## config.mk

```make
export PLATFORM = sky130hd
export DESIGN_NAME = mac_rx_arb_pipe
export DESIGN_NICKNAME = d
export VERILOG_FILES = /design/src/rtl/pipe_pkg.sv /design/src/rtl/mac_rx_arb_pipe_fifo.sv /design/src/rtl/mac_rx_arb_pipe.sv
export SDC_FILE = /design/constraint.sdc
export NUM_CORES = 1
export LEC_CHECK = 0
export ABC_AREA = 1
export BUFFER_PORTS_ARGS = -buffer_cell sky130_fd_sc_hd__buf_2
export CAP_MARGIN = 5
export CORE_MARGIN = 4
export CORE_UTILIZATION = 35
export DETAILED_ROUTE_END_ITERATION = 16
export SKIP_CTS_REPAIR_TIMING = 1
export SYNTH_ARGS = -nofsm -noshare
export SYNTH_HDL_FRONTEND = slang
export SYNTH_SLANG_ARGS = --single-unit
```

## constraint.sdc

```tcl
create_clock -name clk -period 5.4 [get_ports clk]
set_input_delay 0.27 -clock clk [delete_from_list [all_inputs] [get_ports clk]]
set_output_delay 0.27 -clock clk [all_outputs]
set_load 0.1 [all_outputs]
```

## src/rtl/pipe_pkg.sv

```systemverilog
// Shared definitions for the multi-port RX ingress front end:
// arbitration modes, FSM encoding and port-index width helper.
package pipe_pkg;

   localparam int unsigned ARB_RR   = 0;
   localparam int unsigned ARB_PRIO = 1;

   localparam logic [15:0] DROP_MAX = 16'hFFFF;

   typedef enum logic {
      StIdle = 1'b0,
      StLock = 1'b1
   } arb_state_e;

   function automatic int unsigned port_w(input int unsigned n);
      return (n <= 2) ? 1 : $clog2(n);
   endfunction

endpackage

```

## src/rtl/mac_rx_arb_pipe_fifo.sv

```systemverilog
// Per-port synchronous FIFO of {last, data} with a saturating counter of
// beats offered while the FIFO was full.
module rx_port_fifo
   import pipe_pkg::*;
#(
   parameter int unsigned DEPTH  = 16,
   parameter int unsigned ADDR_W = 4
) (
   input  logic        clk,
   input  logic        rst_n,
   input  logic        push_valid,
   input  logic [7:0]  push_data,
   input  logic        push_last,
   output logic        push_ready,
   input  logic        pop,
   output logic [7:0]  head_data,
   output logic        head_last,
   output logic        empty,
   output logic [15:0] drop_cnt
);

   logic [ADDR_W:0]   count_q, count_d;
   logic [ADDR_W-1:0] wr_ptr_q, wr_ptr_d;
   logic [ADDR_W-1:0] rd_ptr_q, rd_ptr_d;
   logic [15:0]       drop_q, drop_d;
   logic [8:0]        mem_q [DEPTH];
   logic              full, push, pop_ok;

   // Ready comes from the registered count only, so a pop never enables a
   // same-cycle push into a full FIFO.
   assign full       = (count_q == (ADDR_W + 1)'(DEPTH));
   assign empty      = (count_q == '0);
   assign push_ready = !full;
   assign push       = push_valid & !full;
   assign pop_ok     = pop & !empty;
   assign head_data  = mem_q[rd_ptr_q][7:0];
   assign head_last  = mem_q[rd_ptr_q][8];
   assign drop_cnt   = drop_q;

   always_comb begin
      wr_ptr_d = wr_ptr_q;
      rd_ptr_d = rd_ptr_q;
      count_d  = count_q;
      drop_d   = drop_q;
      if (push) wr_ptr_d = wr_ptr_q + ADDR_W'(1);
      if (pop_ok) rd_ptr_d = rd_ptr_q + ADDR_W'(1);
      if (push && !pop_ok) begin
         count_d = count_q + (ADDR_W + 1)'(1);
      end else if (!push && pop_ok) begin
         count_d = count_q - (ADDR_W + 1)'(1);
      end
      if (push_valid && full && (drop_q != DROP_MAX)) drop_d = drop_q + 16'd1;
   end

   always_ff @(posedge clk) begin
      if (!rst_n) begin
         wr_ptr_q <= '0;
         rd_ptr_q <= '0;
         count_q  <= '0;
         drop_q   <= '0;
      end else begin
         wr_ptr_q <= wr_ptr_d;
         rd_ptr_q <= rd_ptr_d;
         count_q  <= count_d;
         drop_q   <= drop_d;
      end
   end

   always_ff @(posedge clk) begin
      if (push) mem_q[wr_ptr_q] <= {push_last, push_data};
   end

endmodule

```

## src/rtl/mac_rx_arb_pipe.sv

```systemverilog
// Multi-port MAC RX ingress: per-port FIFOs merged packet-atomically into one
// byte stream tagged with the ingress port (round-robin or fixed priority).
module mac_rx_arb_pipe
   import pipe_pkg::*;
#(
   parameter int unsigned NUM_PORTS   = 4,
   parameter int unsigned FIFO_DEPTH  = 16,
   parameter int unsigned FIFO_ADDR_W = 4,
   parameter int unsigned ARB_MODE    = ARB_RR,
   localparam int unsigned PORT_W     = port_w(NUM_PORTS)
) (
   input  logic                    clk,
   input  logic                    rst_n,
   input  logic [NUM_PORTS-1:0]    mac_rx_valid,
   input  logic [8*NUM_PORTS-1:0]  mac_rx_data,
   input  logic [NUM_PORTS-1:0]    mac_rx_last,
   output logic [NUM_PORTS-1:0]    mac_rx_ready,
   input  logic [NUM_PORTS-1:0]    port_en,
   output logic                    out_valid,
   output logic [7:0]              out_data,
   output logic                    out_last,
   output logic                    out_sop,
   output logic [PORT_W-1:0]       out_port,
   input  logic                    out_ready,
   output logic [16*NUM_PORTS-1:0] drop_cnt
);

   arb_state_e           state_q;
   logic [PORT_W-1:0]    grant_q;
   logic [PORT_W-1:0]    last_grant_q;
   logic                 sop_pend_q;

   logic [7:0]           head_data [NUM_PORTS];
   logic [NUM_PORTS-1:0] head_last;
   logic [NUM_PORTS-1:0] empty;
   logic [NUM_PORTS-1:0] pop;
   logic [NUM_PORTS-1:0] cand;
   logic [PORT_W-1:0]    pick;
   logic                 any_cand;
   logic                 locked;
   logic                 pop_fire;

   for (genvar p = 0; p < NUM_PORTS; p++) begin : g_port
      rx_port_fifo #(
         .DEPTH  (FIFO_DEPTH),
         .ADDR_W (FIFO_ADDR_W)
      ) u_fifo (
         .clk        (clk),
         .rst_n      (rst_n),
         .push_valid (mac_rx_valid[p]),
         .push_data  (mac_rx_data[8*p +: 8]),
         .push_last  (mac_rx_last[p]),
         .push_ready (mac_rx_ready[p]),
         .pop        (pop[p]),
         .head_data  (head_data[p]),
         .head_last  (head_last[p]),
         .empty      (empty[p]),
         .drop_cnt   (drop_cnt[16*p +: 16])
      );
   end

   // Descending scans so the highest-priority candidate is written last.
   always_comb begin
      cand     = port_en & ~empty;
      any_cand = |cand;
      pick     = '0;
      if (ARB_MODE == ARB_PRIO) begin
         for (int i = int'(NUM_PORTS) - 1; i >= 0; i--) begin
            if (cand[i]) pick = PORT_W'(i);
         end
      end else begin
         for (int i = int'(NUM_PORTS); i >= 1; i--) begin
            if (cand[(int'(last_grant_q) + i) % int'(NUM_PORTS)]) begin
               pick = PORT_W'((int'(last_grant_q) + i) % int'(NUM_PORTS));
            end
         end
      end
   end

   always_comb begin
      locked    = (state_q == StLock);
      out_valid = locked & ~empty[grant_q];
      out_data  = out_valid ? head_data[grant_q] : 8'h00;
      out_last  = out_valid & head_last[grant_q];
      out_sop   = out_valid & sop_pend_q;
      out_port  = locked ? grant_q : '0;
      pop_fire  = out_valid & out_ready;
      for (int p = 0; p < int'(NUM_PORTS); p++) begin
         pop[p] = pop_fire && (grant_q == PORT_W'(p));
      end
   end

   // The lock is released only by popping the last byte; port_en and an
   // empty FIFO mid-packet never break it.
   always_ff @(posedge clk) begin
      if (!rst_n) begin
         state_q      <= StIdle;
         grant_q      <= '0;
         last_grant_q <= PORT_W'(NUM_PORTS - 1);
         sop_pend_q   <= 1'b0;
      end else begin
         unique case (state_q)
            StIdle: begin
               if (any_cand) begin
                  grant_q    <= pick;
                  sop_pend_q <= 1'b1;
                  state_q    <= StLock;
               end
            end
            StLock: begin
               if (pop_fire) begin
                  sop_pend_q <= 1'b0;
                  if (head_last[grant_q]) begin
                     last_grant_q <= grant_q;
                     state_q      <= StIdle;
                  end
               end
            end
            default: state_q <= StIdle;
         endcase
      end
   end

endmodule

```

==> impl_metrics.csv <==
group,metric,value,unit
synth,synth-async-reset-ratio,0,%
detailed_routing,post_route_wl,75800,µm
sta,final_tns_setup,0,ps
setup_path,cp_max_fo,72,
sta,final_worst_clock_skew,28.6,ps
synth,synth_fp_nets,2926,
synth,top_area_cell_type_share_of_the_netlist_area,56.9,%
clocking,path_clk_slew,60,ps
sta,report.final.slew_viol_count,0,
die,die_outline_height,303,µm
synth,avgSynthCellArea,10.7,µm²
pwr,switchingPower,3880,µW
sta,slew_headroom,21.6,%
setup_path,startpoint_class,"flip-flop",
detailed_routing,drt_iter0_drc,1665,
run_status,outcome,"finished, final reports clean",
synth,post-synth-top-count-cell,"edfxtp_1",
clocking,clock_sink_count,714,
synth,synthesis.area,0.0304,mm²
sta,layout_min_cycle_time,4190,ps
pwr,leakagePower,0.0123,µW
pwr,p_int,9930,µW
place,globalplace.congestion,0.819,
die,die_w,303,µm
synth,library_cell_with_the_largest_summed_area_after_synthesis,"edfxtp_1",
clocking,clock_insertion_delay_worst_skew,630,ps
synth,synth_top_flop_cell,"edfxtp_1",
grt,wire_length_of_the_first_global_routing_pass,116000,µm
layout,fin_util,40.2,%
sta,holdWs,27.9,ps
sta,rsz_0062_raised_after_global_routing,"no",
grt,grt_start_max_net_pins,74,
sta,fmax,0.239,GHz
setup_path,kind_of_critical_path,"flip-flop to primary output",
synth,synth.area.top_cells,"edfxtp_1 57%, dfxtp_1 9.1%, nor2_1 6.4%",
detailed_routing,drtAntennaViolNets,0,
pwr,share_seq_of_total_power,45.3,%
pwr,power.clock.fraction,39.7,%
place,port_buffer_count,127,
pwr,switching_fraction,28.1,%
layout,layout-area-overhead-vs-synth,13.4,%
setup_path,required,5130,ps
place,dp_hpwl,47000,µm
synth,synth-edff-count,576,
grt,antenna_found_initial,5,
synth,number_of_synthesized_register_bits,714,
setup_path,worst-endpoint-arrival,3920,ps
die,coreArea,0.0857,mm²
synth,ys_warn_count,0,
pwr,comb_power_share,14.9,%
die,initial_utilization,35.5,%
clocking,cts_buffers,80,
setup_path,worstSetupEndpointType,"primary output",
pwr,irDropWorstVdd,0.446,mV
synth,synth.cells.most_frequent,"576 x edfxtp_1, 519 x nor2_1, 385 x nand2_1",
synth,synth-seq-area-share,66.0,%
setup_path,timing.rr.start,"g_port[2].u_fifo.count_q[0]",
detailed_routing,via_per_inst,5.00,
min_path,hold-path-cell-count,1,
grt,global_route.overflow_total,0,
pwr,pwr_dens,401,mW/mm²
sta,timing.final.setup_violations,0,
layout,share_of_layout_cells_above_drive_strength_1,10.8,%
grt,grt_util_all_layers,16.3,%
pwr,p_total,13800,µW
clocking,clock-root-buffer,"clkbuf_16",
sta,layout_worst_path_cycle_share,77.6,%
detailed_routing,post-route-drc-count,0,
die,design.portCount,128,
min_path,worst_hold_path_type,"primary input to flip-flop",
die,dieArea,0.0917,mm²
sta,final-hold-violation-count,0,
synth,synthDistinctLibCells,55,
grt,grt_pass1_vias,19511,
clocking,max_h_tree_level,3,
synth,synthesis.instances,2834,
setup_path,r2r_cells,17,
clocking,max-clock-path-buffers,3,
detailed_routing,drt_pass1_iterations,6,
detailed_routing,post_drt_wl_per_cell,18.3,µm
sta,max_slew.worst_pin.slew,1170,ps
flow_run,max_cap_violations,0,
detailed_routing,detailroute.via_count,20692,
min_path,hold_path.startpoint,"mac_rx_data[0]",
die,std_cell_rows,107,
clocking,tritoncts,"yes",
layout,final_net_count,3021,
cell type report:
class                           count  area (µm²)
Inverter                          194         739
Sequential cell                   714       20100
Antenna cell                        3        7.51
Clock buffer                      107        2200
Clock inverter                     39         439
Multi-Input combinational cell   1800        8870
Timing Repair Buffer              139         726
Fill cell                        8236       51200
Tap cell                         1144        1430
state kept, by name (all words and copies together), names as in the netlist, named ones only:
name and flops:
g_port.u_fifo.drop_cnt 64, g_port.u_fifo.rd_ptr_q 16, g_port.u_fifo.wr_ptr_q 16, sop_pend_q 1
g_port.u_fifo.mem_q 576, grant_q 2, last_grant_q 2, locked 1
g_port.u_fifo.count_q 20
critical path, cell delays in order (launching register included):
cell and delay, ps:
dfxtp_2 1020, inv_6 420, nand2_1 160, nand3_1 90
nand2_1 110, nand2_1 50, nand3_1 150, nand3_2 130
nand2_2 130, nor2_1 50, nor2_1 400, buf_2 530
per-layer routing:
| metal | vias to the layer above | track usage (%) | part of all wire, % |
|---|---|---|---|
| met5 | - | 0 | 0.041 |
| met4 | 4 | 4.55 | 2.4 |
| met3 | 122 | 4.14 | 7.5 |
| met2 | 597 | 24.9 | 44 |
| met1 | 9875 | 23.0 | 46 |
| li1 | 10094 | - | - |
power by group through the flow:
stage	registers (µW)	clock network (µW)	logic [µW]
6_report	6260	5490	2060
2_1_floorplan	6350	0	1520
5_1_grt	6280	5840	2270
4_1_cts	6260	5600	2060
3_5_place_dp	6370	0	2050
3_3_place_gp	6370	0	2030
cells in the final DEF (no fill, tap or decap), types with 39 or more instances in the layout:
cell type  count
nand2_1      385
dfxtp_1      134
nor2_1       519
edfxtp_1     576
o21ai_0      326
o21ai_1       39
clkbuf_16     83
nand3_1       92
a21oi_1      107
ha_1          41
buf_2        127
inv_1        170
o22ai_1      105
cells by family after synthesis:
logic type | synth area share [%]
AND/OR/NAND/NOR | 15.3
flip-flops | 66.0
AO/OA/AOI/OAI | 11.5
buffers and inverters | 4.85
adder cells (fa/ha/maj) | 1.95
XOR/XNOR | 0.461
through the flow:
step | setup slack [ps] | area [µm²] | std cells
after floorplan | 2580 | 30400 | 2834
after global placement | 2020 | 31800 | 3991
after detailed placement | 1970 | 31800 | 3991
after CTS | 1280 | 34500 | 4137
after global routing | 991 | 34500 | 4137
final | 1210 | 34500 | 4140
worst paths after layout:
kind	end	slack, ps
max	out_last	1210
min	g_port[0].u_fifo.mem_q[15][0]	30
max reg2reg	g_port[0].u_fifo.count_q[4]	2210
min reg2reg	g_port[3].u_fifo.drop_cnt[4]	470
(Power assumes the default switching activity.)
